File: src/rtl/pong_pkg.sv
// Shared definitions for the Pong game-flow controller: state encoding,
// default game constants and BCD digit helpers.
package pong_pkg;

    typedef enum logic [1:0] {
        ST_NEWGAME = 2'd0,
        ST_SERVE   = 2'd1,
        ST_PLAY    = 2'd2,
        ST_OVER    = 2'd3
    } game_state_t;

    localparam int LIVES_DEFAULT       = 3;
    localparam int WAIT_FRAMES_DEFAULT = 120;
    localparam int TICK_X_DEFAULT      = 0;
    localparam int TICK_Y_DEFAULT      = 481;
    localparam int BCD_DIGIT_W         = 4;

    function automatic logic [BCD_DIGIT_W-1:0] bcd_digit_inc(input logic [BCD_DIGIT_W-1:0] d);
        return (d == 4'd9) ? 4'd0 : d + 4'd1;
    endfunction

endpackage

File: src/rtl/bcd_score_counter.sv
// Two-digit BCD up-counter for the score; clear has priority, 99 wraps to 00.
module bcd_score_counter
    import pong_pkg::*;
(
    input  logic                     clk,
    input  logic                     reset,
    input  logic                     clr,
    input  logic                     inc,
    output logic [2*BCD_DIGIT_W-1:0] score_bcd
);

    logic [BCD_DIGIT_W-1:0] ones;
    logic [BCD_DIGIT_W-1:0] tens;

    always_ff @(posedge clk or posedge reset) begin
        if (reset) begin
            ones <= '0;
            tens <= '0;
        end else if (clr) begin
            ones <= '0;
            tens <= '0;
        end else if (inc) begin
            ones <= bcd_digit_inc(ones);
            // Tens only move on the ones-digit carry
            if (ones == 4'd9) tens <= bcd_digit_inc(tens);
        end
    end

    assign score_bcd = {tens, ones};

endmodule

File: src/rtl/pong_game_ctrl.sv
// Pong game-flow controller: derives the frame tick from the sync generator's
// coordinates and sequences NEWGAME -> PLAY <-> SERVE -> OVER, with lives and score.
module pong_game_ctrl
    import pong_pkg::*;
#(
    parameter int LIVES       = LIVES_DEFAULT,
    parameter int WAIT_FRAMES = WAIT_FRAMES_DEFAULT,
    parameter int TICK_X      = TICK_X_DEFAULT,
    parameter int TICK_Y      = TICK_Y_DEFAULT
) (
    input  logic       clk,
    input  logic       reset,
    input  logic [9:0] pixel_x,
    input  logic [9:0] pixel_y,
    input  logic [1:0] btn,
    input  logic       hit,
    input  logic       miss,
    output logic       frame_tick,
    output logic       ball_en,
    output logic       ball_rst,
    output logic [7:0] score_bcd,
    output logic [1:0] lives,
    output logic [1:0] state,
    output logic       game_over
);

    localparam int                  TIMER_W    = $clog2(WAIT_FRAMES + 1);
    localparam logic [TIMER_W-1:0]  TIMER_LOAD = TIMER_W'(WAIT_FRAMES);
    localparam logic [1:0]          LIVES_LOAD = 2'(LIVES);

    game_state_t        state_q;
    game_state_t        state_d;
    logic [TIMER_W-1:0] timer;
    logic               tick_match;
    logic               match_q;
    logic               hit_q;
    logic               miss_q;
    logic               hit_p;
    logic               miss_p;
    logic               btn_any;
    logic               timer_zero;

    logic ball_en_d;
    logic ball_rst_d;
    logic game_over_d;
    logic timer_load;
    logic new_game;
    logic score_inc;
    logic lives_dec;

    // The coordinate holds for several clk, so only its first clk counts
    assign tick_match = (pixel_x == 10'(TICK_X)) && (pixel_y == 10'(TICK_Y));
    assign hit_p      = hit && !hit_q;
    assign miss_p     = miss && !miss_q;
    assign btn_any    = |btn;
    assign timer_zero = (timer == '0);
    assign state      = 2'(state_q);

    always_ff @(posedge clk or posedge reset) begin
        if (reset) state_q <= ST_NEWGAME;
        else       state_q <= state_d;
    end

    always_comb begin
        state_d = state_q;
        case (state_q)
            ST_NEWGAME: if (btn_any) state_d = ST_PLAY;
            ST_PLAY:    if (miss_p) state_d = (lives <= 2'd1) ? ST_OVER : ST_SERVE;
            ST_SERVE:   if (timer_zero && btn_any) state_d = ST_PLAY;
            ST_OVER:    if (timer_zero) state_d = ST_NEWGAME;
            default:    state_d = ST_NEWGAME;
        endcase
    end

    always_comb begin
        ball_en_d   = (state_d == ST_PLAY);
        ball_rst_d  = (state_d == ST_PLAY) && (state_q != ST_PLAY);
        game_over_d = (state_d == ST_OVER);
        timer_load  = (state_d != state_q) && ((state_d == ST_SERVE) || (state_d == ST_OVER));
        new_game    = (state_q == ST_NEWGAME) && btn_any;
        score_inc   = (state_q == ST_PLAY) && hit_p;
        lives_dec   = (state_q == ST_PLAY) && miss_p && (lives != 2'd0);
    end

    always_ff @(posedge clk or posedge reset) begin
        if (reset) begin
            match_q    <= 1'b0;
            hit_q      <= 1'b0;
            miss_q     <= 1'b0;
            frame_tick <= 1'b0;
            timer      <= '0;
            lives      <= LIVES_LOAD;
            ball_en    <= 1'b0;
            ball_rst   <= 1'b0;
            game_over  <= 1'b0;
        end else begin
            match_q    <= tick_match;
            hit_q      <= hit;
            miss_q     <= miss;
            frame_tick <= tick_match && !match_q;
            // A fresh load wins over a tick landing in the same clk
            if (timer_load)                    timer <= TIMER_LOAD;
            else if (frame_tick && !timer_zero) timer <= timer - 1'b1;
            if (new_game)       lives <= LIVES_LOAD;
            else if (lives_dec) lives <= lives - 2'd1;
            ball_en    <= ball_en_d;
            ball_rst   <= ball_rst_d;
            game_over  <= game_over_d;
        end
    end

    bcd_score_counter u_score (
        .clk       (clk),
        .reset     (reset),
        .clr       (new_game),
        .inc       (score_inc),
        .score_bcd (score_bcd)
    );

endmodule

File: config.mk
export PLATFORM = sky130hd
export DESIGN_NAME = pong_game_ctrl
export DESIGN_NICKNAME = d
export VERILOG_FILES = /design/src/rtl/pong_pkg.sv /design/src/rtl/bcd_score_counter.sv /design/src/rtl/pong_game_ctrl.sv
export SDC_FILE = /design/constraint.sdc
export NUM_CORES = 1
export LEC_CHECK = 0
export ABC_AREA = 1
export CAP_MARGIN = 20
export CORE_MARGIN = 8
export CORE_UTILIZATION = 40
export DETAILED_ROUTE_END_ITERATION = 7
export MAX_ROUTING_LAYER = met4
export PLACE_DENSITY = 0.78
export SLEW_MARGIN = 20
export SYNTH_ARGS = -nofsm -noshare
export SYNTH_HDL_FRONTEND = slang
export SYNTH_HIERARCHICAL = 1
export SYNTH_SLANG_ARGS = --single-unit
File: constraint.sdc
create_clock -name clk -period 1.63 [get_ports clk]
set_input_delay 0.326 -clock clk [delete_from_list [all_inputs] [get_ports clk]]
set_output_delay 0.326 -clock clk [all_outputs]
set_load 0.02 [all_outputs]
==> flow_metrics.py, run 1 <==
metrics = {
    "setup_path": {
        "critical_path_cell_count": 1,
        "critPathCaptureType": "primary output",
        "rrSetupSlack_ps": 120,
        "cp_top_family": "buffers and inverters",
        "cpPeakStageDelay_ps": 610,
        "setup.worst_path.class": "register to primary output",
        "timing.critical_path.cells": "clkdlybuf4s50_1",
        "worst-endpoint-required_ps": 1300,
        "worst_r2r_path_depth": 7,
        "worst-endpoint-arrival_ps": 1250,
        "cp_num_buf_inv": 1,
        "maximum_net_fanout_on_the_critical_path": 2,
        "critical-path-slowest-cell": "sky130_fd_sc_hd__clkdlybuf4s50_1",
        "critical_path.startpoint_type": "register",
    },
    "die": {
        "die_h_um": 77.8,
        "die_area_um2": 6050,
        "num_io_pins": 42,
        "coreArea_um2": 3660,
        "starting_density_of_the_core": 0.417,
        "rows": 22,
        "die_w_um": 77.8,
    },
    "yosys": {
        "yosys.cell_types.count": 30,
        "synth.cell_area_um2": 1530,
        "post_synth.cell_area_avg_um2": 8.11,
        "seq_area_frac_synth": 0.428,
        "synth_nets": 221,
        "synth-seq-cells": 26,
        "synthesis.yosys.warnings": 6,
        "syn-instance-count": 188,
    },
    "global_routing": {
        "grt_use_met1": 0.135,
        "global_route.usage.met3": 0.0219,
        "grt_first_pass_wirelength_um": 5730,
        "met2_use_gr": 0.204,
        "first_global_vias": 1312,
        "grt_usage": 0.119,
        "most_used_routing_layer_in_global_routing": "met2",
        "grt_antenna_before_repair": 0,
        "largest_net_degree_at_the_start_of_global_routing": 19,
        "globalRouteOverflowTotal": 0,
    },
    "power": {
        "p_leak_nw": 1.06,
        "finalPower_mw": 2.63,
        "power_density_nw_per_um2": 1270,
        "vdd_ir_drop_max_mv": 0.688,
    },
    "layout": {
        "postLayoutCoreUtil": 0.568,
        "n_fill_cell": 344,
        "final_layout_net_count": 274,
        "layout.cells.most_common": "sky130_fd_sc_hd__nand2_1",
        "layout.cells.most_common_list": "40 x sky130_fd_sc_hd__nand2_1, 29 x sky130_fd_sc_hd__clkdlybuf4s50_1, 26 x sky130_fd_sc_hd__inv_1",
        "insertedDiodeCount": 0,
        "area_delta_synth_final_pct": 36.3,
        "layout-drive-gt1-share": 0.171,
    },
    "cts": {
        "cts_sinks": 26,
        "cts_max_level": 1,
        "worst_setup_hold_path_clk_slew_ps": 90,
        "ctsRootBufferMaster": "sky130_fd_sc_hd__clkbuf_8",
        "max-clock-path-buffers": 2,
        "cts_made_buffers": 3,
        "post_cts_hold_buffer_count": 0,
        "insertion_delay_ps": 280,
        "cts_tree": "yes",
    },
    "routing": {
        "drt_wl_total_um": 3340,
        "avgViaCountPerCell": 4.65,
        "via_count": 1339,
        "ant_nets": 0,
        "route.detailed.wl_per_inst_um": 11.6,
        "remaining_drc_errors": 0,
        "count_of_tritonroute_iterations_in_the_first_routing_pass": 4,
        "detail_route.iter0.violations": 85,
    },
    "sta": {
        "max_freq_mhz": 636,
        "final.setup_skew_ps": 10.7,
        "timing.final.max_slew_violations": 0,
        "layout_worst_path_cycle_share": 0.964,
        "unrepaired_setup_endpoints_after_global_routing": "no",
        "min_period_ps": 1570,
        "slew_headroom": 0.792,
        "timing.setup.tns_ps": 0,
        "worstMarginPinSlew_ps": 312,
        "finalHoldViolCount": 0,
        "finalSetupViolations": 0,
    },
    "place": {
        "placement.io_buffers": 41,
        "globalplace.congestion": 0.771,
        "hpwlAfterDp_um": 2720,
    },
    "run": {
        "max_cap_viol_count": 0,
    },
    "hold_path": {
        "type_of_the_tightest_min_delay_check": "primary input to async pin",
    },
    "status": {
        "status": "completed",
    },
}
[kinds of logic (layout without fill, tap and decap cells)]
family,Yosys count,after routing,synth area share
flops,26,26,0.428
buf+inv,33,85,0.0886
fa+ha+maj,7,7,0.0574
xor+xnor,5,5,0.0287
compound gates,13,13,0.0615
simple gates,104,104,0.336
[synthesized netlist by cell type]
library cell / count / area, um^2
sky130_fd_sc_hd__o21ai_2: 2 / 17.5
sky130_fd_sc_hd__nand3b_1: 3 / 22.5
sky130_fd_sc_hd__nand2_2: 6 / 37.5
sky130_fd_sc_hd__nor2_8: 1 / 20.0
sky130_fd_sc_hd__nor3_1: 1 / 5.00
sky130_fd_sc_hd__nand3_2: 2 / 20.0
sky130_fd_sc_hd__a21oi_1: 1 / 5.00
sky130_fd_sc_hd__inv_2: 6 / 22.5
sky130_fd_sc_hd__nand2_4: 2 / 22.5
sky130_fd_sc_hd__xnor2_1: 2 / 17.5
sky130_fd_sc_hd__buf_8: 1 / 15.0
sky130_fd_sc_hd__nor2_4: 1 / 11.3
sky130_fd_sc_hd__o31ai_1: 1 / 7.51
sky130_fd_sc_hd__o21ai_1: 4 / 20.0
sky130_fd_sc_hd__nand4_1: 2 / 12.5
sky130_fd_sc_hd__o21ai_0: 2 / 10.0
sky130_fd_sc_hd__o21bai_4: 1 / 18.8
sky130_fd_sc_hd__nor2_2: 4 / 25.0
sky130_fd_sc_hd__nor3b_1: 1 / 7.51
sky130_fd_sc_hd__inv_1: 26 / 97.6
sky130_fd_sc_hd__nand3_1: 17 / 85.1
sky130_fd_sc_hd__a21oi_2: 1 / 8.76
sky130_fd_sc_hd__ha_1: 7 / 87.6
sky130_fd_sc_hd__dfrtp_1: 24 / 601
sky130_fd_sc_hd__or2_2: 1 / 6.26
sky130_fd_sc_hd__dfstp_2: 2 / 52.6
sky130_fd_sc_hd__o22ai_1: 1 / 6.26
sky130_fd_sc_hd__xor2_1: 3 / 26.3
sky130_fd_sc_hd__nor2_1: 23 / 86.3
sky130_fd_sc_hd__nand2_1: 40 / 150
[sequential cells by signal, summed over array words and instances (netlist names)]
signal,count
ball_en,1
ball_rst,1
frame_tick,1
game_over,1
hit_q,1
lives,2
match_q,1
miss_q,1
state,2
timer,7
u_score/ones,4
u_score/tens,4
[path summary, 6_finish.rpt]
check,start,to
max,u_score/tens[0]$_DFFE_PP0P_,score_bcd[4]
min,reset,u_score/ones[2]$_DFFE_PP0P_
max reg2reg,lives[1]$_DFFE_PP1P_,ball_rst$_DFF_PP0_
min reg2reg,match_q$_DFF_PP0_,frame_tick$_DFF_PP0_
max in group asynchronous,reset,lives[0]$_DFFE_PP1P_
min in group clk,match_q$_DFF_PP0_,frame_tick$_DFF_PP0_
[layout make-up]
type                       count  area (um^2)  share of cell area
sequential                    26          653               0.314
tap                           48         60.1              0.0289
timing repair buffer          49          459               0.221
clock buffer                   4         45.0              0.0217
inverter                      32          120              0.0578
multi-input combinational    129          742               0.357
[per-stage QoR]
step                instance area, um^2  hold WS, ps  worst slack, ps  cells
CTS                                2070          328             14.6    288
detailed placement                 2040          393             -193    284
global route                       2080          364            0.507    288
floorplan                          1530          142             97.5    188
finish                             2080          321             58.4    288
global placement                   2040          384            -88.8    284
[power by group]
| part | switching, mW | leakage, nW | total (mW) | internal (mW) |
|---|---|---|---|---|
| registers | 0.181 | 0.315 | 1.03 | 0.848 |
| logic | 0.689 | 0.726 | 1.23 | 0.538 |
| clock network | 0.201 | 0.0228 | 0.377 | 0.175 |
[repair_timing]
item,CTS,global route
resized for setup,11,2
buffers inserted,0,0
endpoints found under the setup margin,11,7
[routing by layer]
metal / wire length [um] / share of wire
met5: 0 / 0
met4: 25 / 0.0075
met3: 63 / 0.019
met2: 1740 / 0.52
met1: 1510 / 0.45
(Power assumes the default switching activity.)
==> inputs of run 2 (changes only) <==
- clock period: 1.63 -> 1.6 ns (I/O delays scaled with it)
==> flow_metrics.py, run 2 (same netlist as run 1, synthesis figures left out) <==
metrics = {
    "layout": {
        "insertedDiodeCount": 0,
        "area_delta_synth_final_pct": 39.9,
        "n_fill_cell": 329,
        "layout.cells.most_common": "sky130_fd_sc_hd__nand2_1",
        "top_register": "timer",
        "final_layout_net_count": 276,
        "largest_reg_flops": 7,
        "layout.cells.most_common_list": "40 x sky130_fd_sc_hd__nand2_1, 29 x sky130_fd_sc_hd__clkdlybuf4s50_1, 25 x sky130_fd_sc_hd__inv_1",
        "postLayoutCoreUtil": 0.583,
        "top_regs": "timer x7, u_score/ones x4, u_score/tens x4",
        "layout-drive-gt1-share": 0.186,
    },
    "cts": {
        "cts_made_buffers": 3,
        "cts_tree": "yes",
        "max-clock-path-buffers": 2,
        "worst_setup_hold_path_clk_slew_ps": 90,
        "cts_max_level": 1,
        "cts_sinks": 26,
        "ctsRootBufferMaster": "sky130_fd_sc_hd__clkbuf_8",
        "insertion_delay_ps": 270,
    },
    "setup_path": {
        "setup.worst_path.class": "register to primary output",
        "worst-endpoint-arrival_ps": 1250,
        "maximum_net_fanout_on_the_critical_path": 2,
        "worst-endpoint-required_ps": 1280,
        "critical_path.startpoint_type": "register",
        "critPathCaptureType": "primary output",
        "cpPeakStageDelay_ps": 610,
        "cp_num_buf_inv": 1,
        "critical-path-slowest-cell": "sky130_fd_sc_hd__clkdlybuf4s50_1",
        "timing.critical_path.cells": "clkdlybuf4s50_1",
        "cp_top_family": "buffers and inverters",
    },
    "sta": {
        "timing.final.max_slew_violations": 0,
        "layout_worst_path_cycle_share": 0.980,
        "unrepaired_setup_endpoints_after_global_routing": "no",
        "min_period_ps": 1570,
        "max_freq_mhz": 638,
        "worstMarginPinSlew_ps": 302,
        "finalHoldViolCount": 0,
        "finalSetupViolations": 0,
        "slew_headroom": 0.798,
        "final.setup_skew_ps": 3.92,
    },
    "power": {
        "p_leak_nw": 1.09,
        "vdd_ir_drop_max_mv": 0.640,
        "power_density_nw_per_um2": 1350,
        "finalPower_mw": 2.88,
    },
    "global_routing": {
        "grt_antenna_before_repair": 0,
        "globalRouteOverflowTotal": 0,
        "grt_usage": 0.116,
        "largest_net_degree_at_the_start_of_global_routing": 19,
        "grt_first_pass_wirelength_um": 5670,
        "first_global_vias": 1309,
    },
    "routing": {
        "remaining_drc_errors": 0,
        "route.detailed.wl_per_inst_um": 11.3,
        "detail_route.iter0.violations": 83,
        "avgViaCountPerCell": 4.61,
        "ant_nets": 0,
        "drt_wl_total_um": 3270,
        "count_of_tritonroute_iterations_in_the_first_routing_pass": 4,
        "via_count": 1337,
    },
    "place": {
        "placement.io_buffers": 41,
        "globalplace.congestion": 0.794,
        "hpwlAfterDp_um": 2660,
    },
    "die": {
        "starting_density_of_the_core": 0.417,
        "die_w_um": 77.8,
        "die_area_um2": 6050,
        "coreArea_um2": 3660,
        "num_io_pins": 42,
        "die_h_um": 77.8,
        "rows": 22,
    },
    "status": {
        "status": "completed",
    },
    "hold_path": {
        "type_of_the_tightest_min_delay_check": "primary input to async pin",
    },
    "run": {
        "max_cap_viol_count": 0,
    },
}
run 2: routing by layer:
layer  GRT usage  wire length, um  part of all wire
met2       0.198             1680              0.51
met1       0.137             1470              0.45
met3      0.0150               80             0.024
met4      0.0396               40             0.012
met5           -                0                 0
run 2: path summary, 6_finish.rpt:
| path | start | endpoint | slack, ps | cells past startpoint |
|---|---|---|---|---|
| worst max-delay path | u_score/tens[0]$_DFFE_PP0P_ | score_bcd[4] | 30 | 1 |
| worst min-delay path | reset | u_score/tens[0]$_DFFE_PP0P_ | 310 | 2 |
| worst max register to register | lives[1]$_DFFE_PP1P_ | ball_rst$_DFF_PP0_ | 120 | 7 |
| worst min register to register | match_q$_DFF_PP0_ | frame_tick$_DFF_PP0_ | 410 | 1 |
| max in group asynchronous | reset | lives[1]$_DFFE_PP1P_ | 960 | 3 |
| min in group clk | match_q$_DFF_PP0_ | frame_tick$_DFF_PP0_ | 410 | 1 |
run 2: power breakdown:
group | leakage [nW] | switching (mW) | internal (mW)
registers | 0.315 | 0.177 | 0.864
logic | 0.738 | 0.721 | 0.574
clock network | 0.0357 | 0.208 | 0.335
total | 1.09 | 1.11 | 1.77
run 2: area by class of cell:
cell class	count	area, um^2	area share
clock inverter	1	30.0	0.0141
multi-input combinational	129	742	0.348
timing repair buffer	51	487	0.228
clock buffer	3	41.3	0.0194
sequential	26	653	0.306
inverter	32	120	0.0563
tap	48	60.1	0.0282
run 2: timing repair:
| item | 4_1_cts | 5_1_grt |
|---|---|---|
| resized for setup | 11 | 3 |
| setup endpoints to repair | 11 | 4 |
| gates cloned | 0 | 0 |
| setup buffers | 0 | 0 |
| hold buffers | 0 | 0 |
run 2: per-stage QoR:
stage / setup WS [ps] / cell area (um^2) / TNS (ps) / std cells / hold WS [ps]
floorplan: 67.5 / 1530 / 0 / 188 / 136
CTS: 21.2 / 2130 / 0 / 290 / 315
global placement: -117 / 2070 / -566 / 286 / 384
detailed placement: -140 / 2070 / -715 / 286 / 393
global route: 2.85 / 2130 / 0 / 290 / 338
finish: 32.7 / 2130 / 0 / 290 / 309
==> RTL edit 1, RTL diff (settings of run 1) <==
Register the input `btn` before use, cleared by the reset. The logic sees it one clock later. The other inputs are not delayed to match.
--- a/src/rtl/pong_game_ctrl.sv
+++ b/src/rtl/pong_game_ctrl.sv
@@ -30,2 +30,12 @@
 
+    logic [1:0] btn_q;
+
+    always_ff @(posedge clk or posedge reset) begin
+        if (reset) begin
+            btn_q <= '0;
+        end else begin
+            btn_q <= btn;
+        end
+    end
+
     game_state_t        state_q;
@@ -54,3 +64,3 @@
     assign miss_p     = miss && !miss_q;
-    assign btn_any    = |btn;
+    assign btn_any    = |btn_q;
     assign timer_zero = (timer == '0);
Behaviour: not the same (Yosys sat finds a counterexample within 4 cycles, from zero or initial values and one cycle with reset high).
==> RTL edit 1 against run 1 <==
- routed wire length is 1.8% lower
- die area is essentially flat
- synthesized area about the same
- final area increased by 0.72%
- worst setup slack lost 0.0077 ns
- count of clock-buffer cells in the layout is 1 lower
- sequential cell count grew 2
- critical path type unchanged
- critical endpoint is now score_bcd[0]
- highest routed layer unchanged
Power is not compared: it rests on default switching activity, and its combinational part moved more than twofold at a synthesized area within 25%.
==> RTL edit 1: results (changes against run 1) <==
STA
  • Worst-Margin Slew: 0.328 ns (was 0.312 ns)
  • Worst Skew: 0.00574 ns (was 0.0107 ns)
  • Worst hold-check slack: 0.319 ns (was 0.321 ns)

Synth
  • Synth Area in Compound Gates: 0.0533 (was 0.0615)
  • Synth area leaders: dfrtp_1 43%, nand2_1 11%, inv_1 6.9%, nand3_1 6.2%, nor2_1 6.1% (was dfrtp_1 39%, nand2_1 9.8%, inv_1 6.4%, ha_1 5.7%, nor2_1 5.7%)
  • Distinct cells, synth: 28 (was 30)
  • Register area share after synthesis: 0.461 (was 0.428)
  • Commonest cells post-synth: 44 x nand2_1, 28 x inv_1, 26 x dfrtp_1 (was 40 x nand2_1, 26 x inv_1, 24 x dfrtp_1)
  • Synth Area in XOR/XNOR: 0.0287 (about the same)
  • YS warnings: 6 (unchanged)
  • Synth Flop Type: dfrtp_1 (unchanged)
  • Synth Area in Adders: 0.0574 (about the same)
  • Synthesized Nets: 223 (was 221)

Worst setup path
  • Worst Setup SP: u_score/ones[0] (was u_score/tens[0])
  • Worst path top cell family by delay: buffers and inverters (unchanged)
  • Arr. time, crit path: 1.25 ns (about the same)

Power
  • Pleak: 0.00111 uW
  • Comb. pwr: 86.8 uW

Layout
  • Layout fillers: 334 (was 344)
  • Layout cells sized above 1: 0.117 (was 0.171)

Status
  • Status: complete, no violations (unchanged)

Route
  • Via count: 1,328 (was 1,339)
  • Initial DRC count: 67 (was 85)
  • Drt wl/cell: 11.4 um (was 11.6 um)

Placed design
  • PortBufs: 41 (unchanged)
  • HPWL after DPL: 2620 um (was 2720 um)
  • GP Congestion: 0.863 (was 0.771)
  • Post-DP Area: 2030 um^2 (was 2040 um^2)

Global routing
  • Gr usage total: 0.121 (was 0.119)
  • Largest net degree at the start of global routing: 21 (was 19)
  • Vias in the first global route: 1,383 (was 1,312)
  • First-pass GRT wire length: 5890 um (was 5730 um)

CTS
  • PostCTS Resize Cnt: 11 (unchanged)
[RTL edit 1: changes by cell type after synthesis, sizes merged]
cell | before | now
dfrtp | 24 | 26
inv | 32 | 31
nand3 | 19 | 20
nor3 | 1 | 2
o21ai | 8 | 7
[RTL edit 1: per-stage QoR]
stage / util / TNS [ns] / cells / power (uW) / worst slack (ns)
final: 0.572 / 0 / 288 / 1340 / 0.0507
after global routing: 0.572 / 0 / 288 / 1380 / 0.00827
after CTS: 0.570 / 0 / 288 / 1350 / 0.00458
after detailed placement: 0.555 / -0.0109 / 284 / 803 / -0.0109
after global placement: 0.555 / 0 / 284 / 801 / 0.0530
after floorplan: - / 0 / 190 / 735 / 0.0791
[RTL edit 1: worst register-to-register path: stages, from the launching register on]
cell and delay, ns:
dfstp_2 0.54, inv_1 0.07, ha_1 0.17, or2_2 0.30, o21ai_2 0.13, inv_1 0.06
nand2_2 0.08, nor2_1 0.04
[RTL edit 1: final cells by class]
cell class	instances	area, um^2	share of cell area
Clock buffer	3	41.3	0.0197
Clock inverter	1	30.0	0.0143
Tap cell	48	60.1	0.0287
Sequential cell	28	703	0.336
Timing Repair Buffer	47	444	0.212
Multi-Input combinational cell	130	699	0.334
Inverter	31	116	0.0556
[RTL edit 1: worst max-delay path by stage]
stage / slack [ns] / endpoint
6_report: 0.05 / score_bcd[0]
3_5_place_dp: -0.01 / timer[1]
5_1_grt: 0.008 / timer[2]
3_3_place_gp: 0.05 / timer[1]
4_1_cts: 0.005 / frame_tick
2_1_floorplan: 0.08 / ball_rst
[RTL edit 1: routing by layer]
metal  wire length [um]  vias up  GRT usage
li1                   -      692          -
met1               1580      593      0.146
met2               1510       37      0.186
met3                114        6     0.0230
met4                 76        0     0.0679
met5                  0        -          -
==> RTL edit 2, RTL diff (flow settings as in run 1) <==
Without the edit above. The package constant `WAIT_FRAMES_DEFAULT` goes from 120 to 180.
--- a/src/rtl/pong_pkg.sv
+++ b/src/rtl/pong_pkg.sv
@@ -12,3 +12,3 @@
     localparam int LIVES_DEFAULT       = 3;
-    localparam int WAIT_FRAMES_DEFAULT = 120;
+    localparam int WAIT_FRAMES_DEFAULT = 180;
     localparam int TICK_X_DEFAULT      = 0;
Check against the original RTL: no difference found for any inputs over 10 cycles, from zero or initial values and one cycle with reset high; that may be too few to reach the edited logic, so the function may still have changed.
==> RTL edit 2 against run 1 <==
- utilization up 0.72 points
- worst setup slack better by 0.0067 ns
- sequential power up 9%
- total power up 11%
- die area up 0.19%
- routed wire length down 3.1%
- fmax up 0.43%
- sequential cell count up 1
- final area up 1.3%
- synthesized area up 0.25%
- critical path type unchanged
==> RTL edit 2: results (changes against run 1) <==
Layout
  • Final net count: 268 (was 274)
  • Layout cells sized above 1: 0.167 (was 0.171)
  • Layout fillers: 331 (was 344)
  • Top Registers: timer (8), u_score/ones (4), u_score/tens (4) (was timer (7), u_score/ones (4), u_score/tens (4))

Synth
  • Syn Inst Count: 180 (was 188)
  • Distinct cells, synth: 31 (was 30)
  • Commonest cells post-synth: 38 x nand2_1, 25 x dfrtp_1, 25 x inv_1 (was 40 x nand2_1, 26 x inv_1, 24 x dfrtp_1)
  • Synth top area share: 0.409 (was 0.394)

Global routing
  • Largest net degree at the start of global routing: 16 (was 19)
  • Gr usage total: 0.116 (was 0.119)
  • Vias in the first global route: 1,436 (was 1,312)

STA
  • Max_slew headroom: 0.779 (was 0.792)
  • Worst Skew: 0.00768 ns (was 0.0107 ns)

Placed design
  • Placed cell count: 276 (was 284)
  • GP Congestion: 0.803 (was 0.771)
  • HPWL after DPL: 2690 um (was 2720 um)

Route
  • Initial DRC count: 33 (was 85)
  • Drt wl/cell: 11.5 um (was 11.6 um)
  • WL met3: 268 um (was 63 um)
  • WL final: 3240 um (was 3340 um)
  • Via count: 1,343 (was 1,339)
  • Met1 Routed Length: 1480 um (was 1510 um)
  • Met2 wire len: 1460 um (was 1740 um)

Status
  • Status: complete, no violations (unchanged)

Power
  • Pleak: 0.00105 uW (was 0.00106 uW)
  • VDD IR-drop max: 0.000786 V (was 0.000688 V)
-- RTL edit 2: cell count changes after synthesis, sizes merged, moves of 3 or more --
cell | run 1 | this run
nor2 | 29 | 21
nand3 | 19 | 14
o21ai | 8 | 12
nor4 | 0 | 4
nand2 | 48 | 42
nand3b | 3 | 0
inv | 32 | 29
-- RTL edit 2: where the power goes --
group	total, uW	internal [uW]	switching (uW)
clock	377	171	206
sequential	1120	908	211
combinational	1430	623	803
-- RTL edit 2: area by class of cell --
class	instances	share of cell area
multi-input combinational	123	0.347
sequential	27	0.322
timing repair buffer	50	0.223
inverter	30	0.0570
tap	48	0.0285
clock buffer	3	0.0196
clock inverter	1	0.00238
-- RTL edit 2: path summary, 6_finish.rpt --
check / startpoint / endpoint / depth (start not counted)
worst max-delay path: u_score/tens[0] / score_bcd[4] / 1
worst min-delay path: reset / u_score/ones[2] / 2
worst max register to register: timer[1] / timer[2] / 8
worst min register to register: match_q / frame_tick / 1
max in group asynchronous: reset / frame_tick / 3
min in group clk: match_q / frame_tick / 1
-- RTL edit 2: cell families (layout without fill, tap and decap cells) --
kind of cell,count (synthesis),count (layout),share of synthesized area
adders and majority gates,7,7,0.0573
buffers and inverters,30,84,0.0786
AOI/OAI and AO/OA,20,20,0.0957
xor gates and xnor gates,8,8,0.0458
DFF,27,27,0.444
and+or+nand+nor,88,88,0.279
-- RTL edit 2: per-layer routing --
layer  vias up  track usage
met4         0       0.0415
met2        52        0.186
li1        681            -
met1       606        0.129
met5         -            -
met3         4       0.0438
-- RTL edit 2: timing repair --
action                                 in CTS  in global routing
setup buffers                               0                  2
resized for setup                          10                  2
endpoints found under the hold margin       0                  0
setup endpoints to repair                  10                  3
pin swaps                                   0                  1
-- RTL edit 2: metrics by stage --
stage,setup TNS (ns),hold slack (ns),area (um^2)
global route,0,0.400,2110
global placement,-0.725,0.401,2050
detailed placement,-1.06,0.409,2050
floorplan,0,0.142,1530
finish,0,0.352,2110
CTS,0,0.363,2090
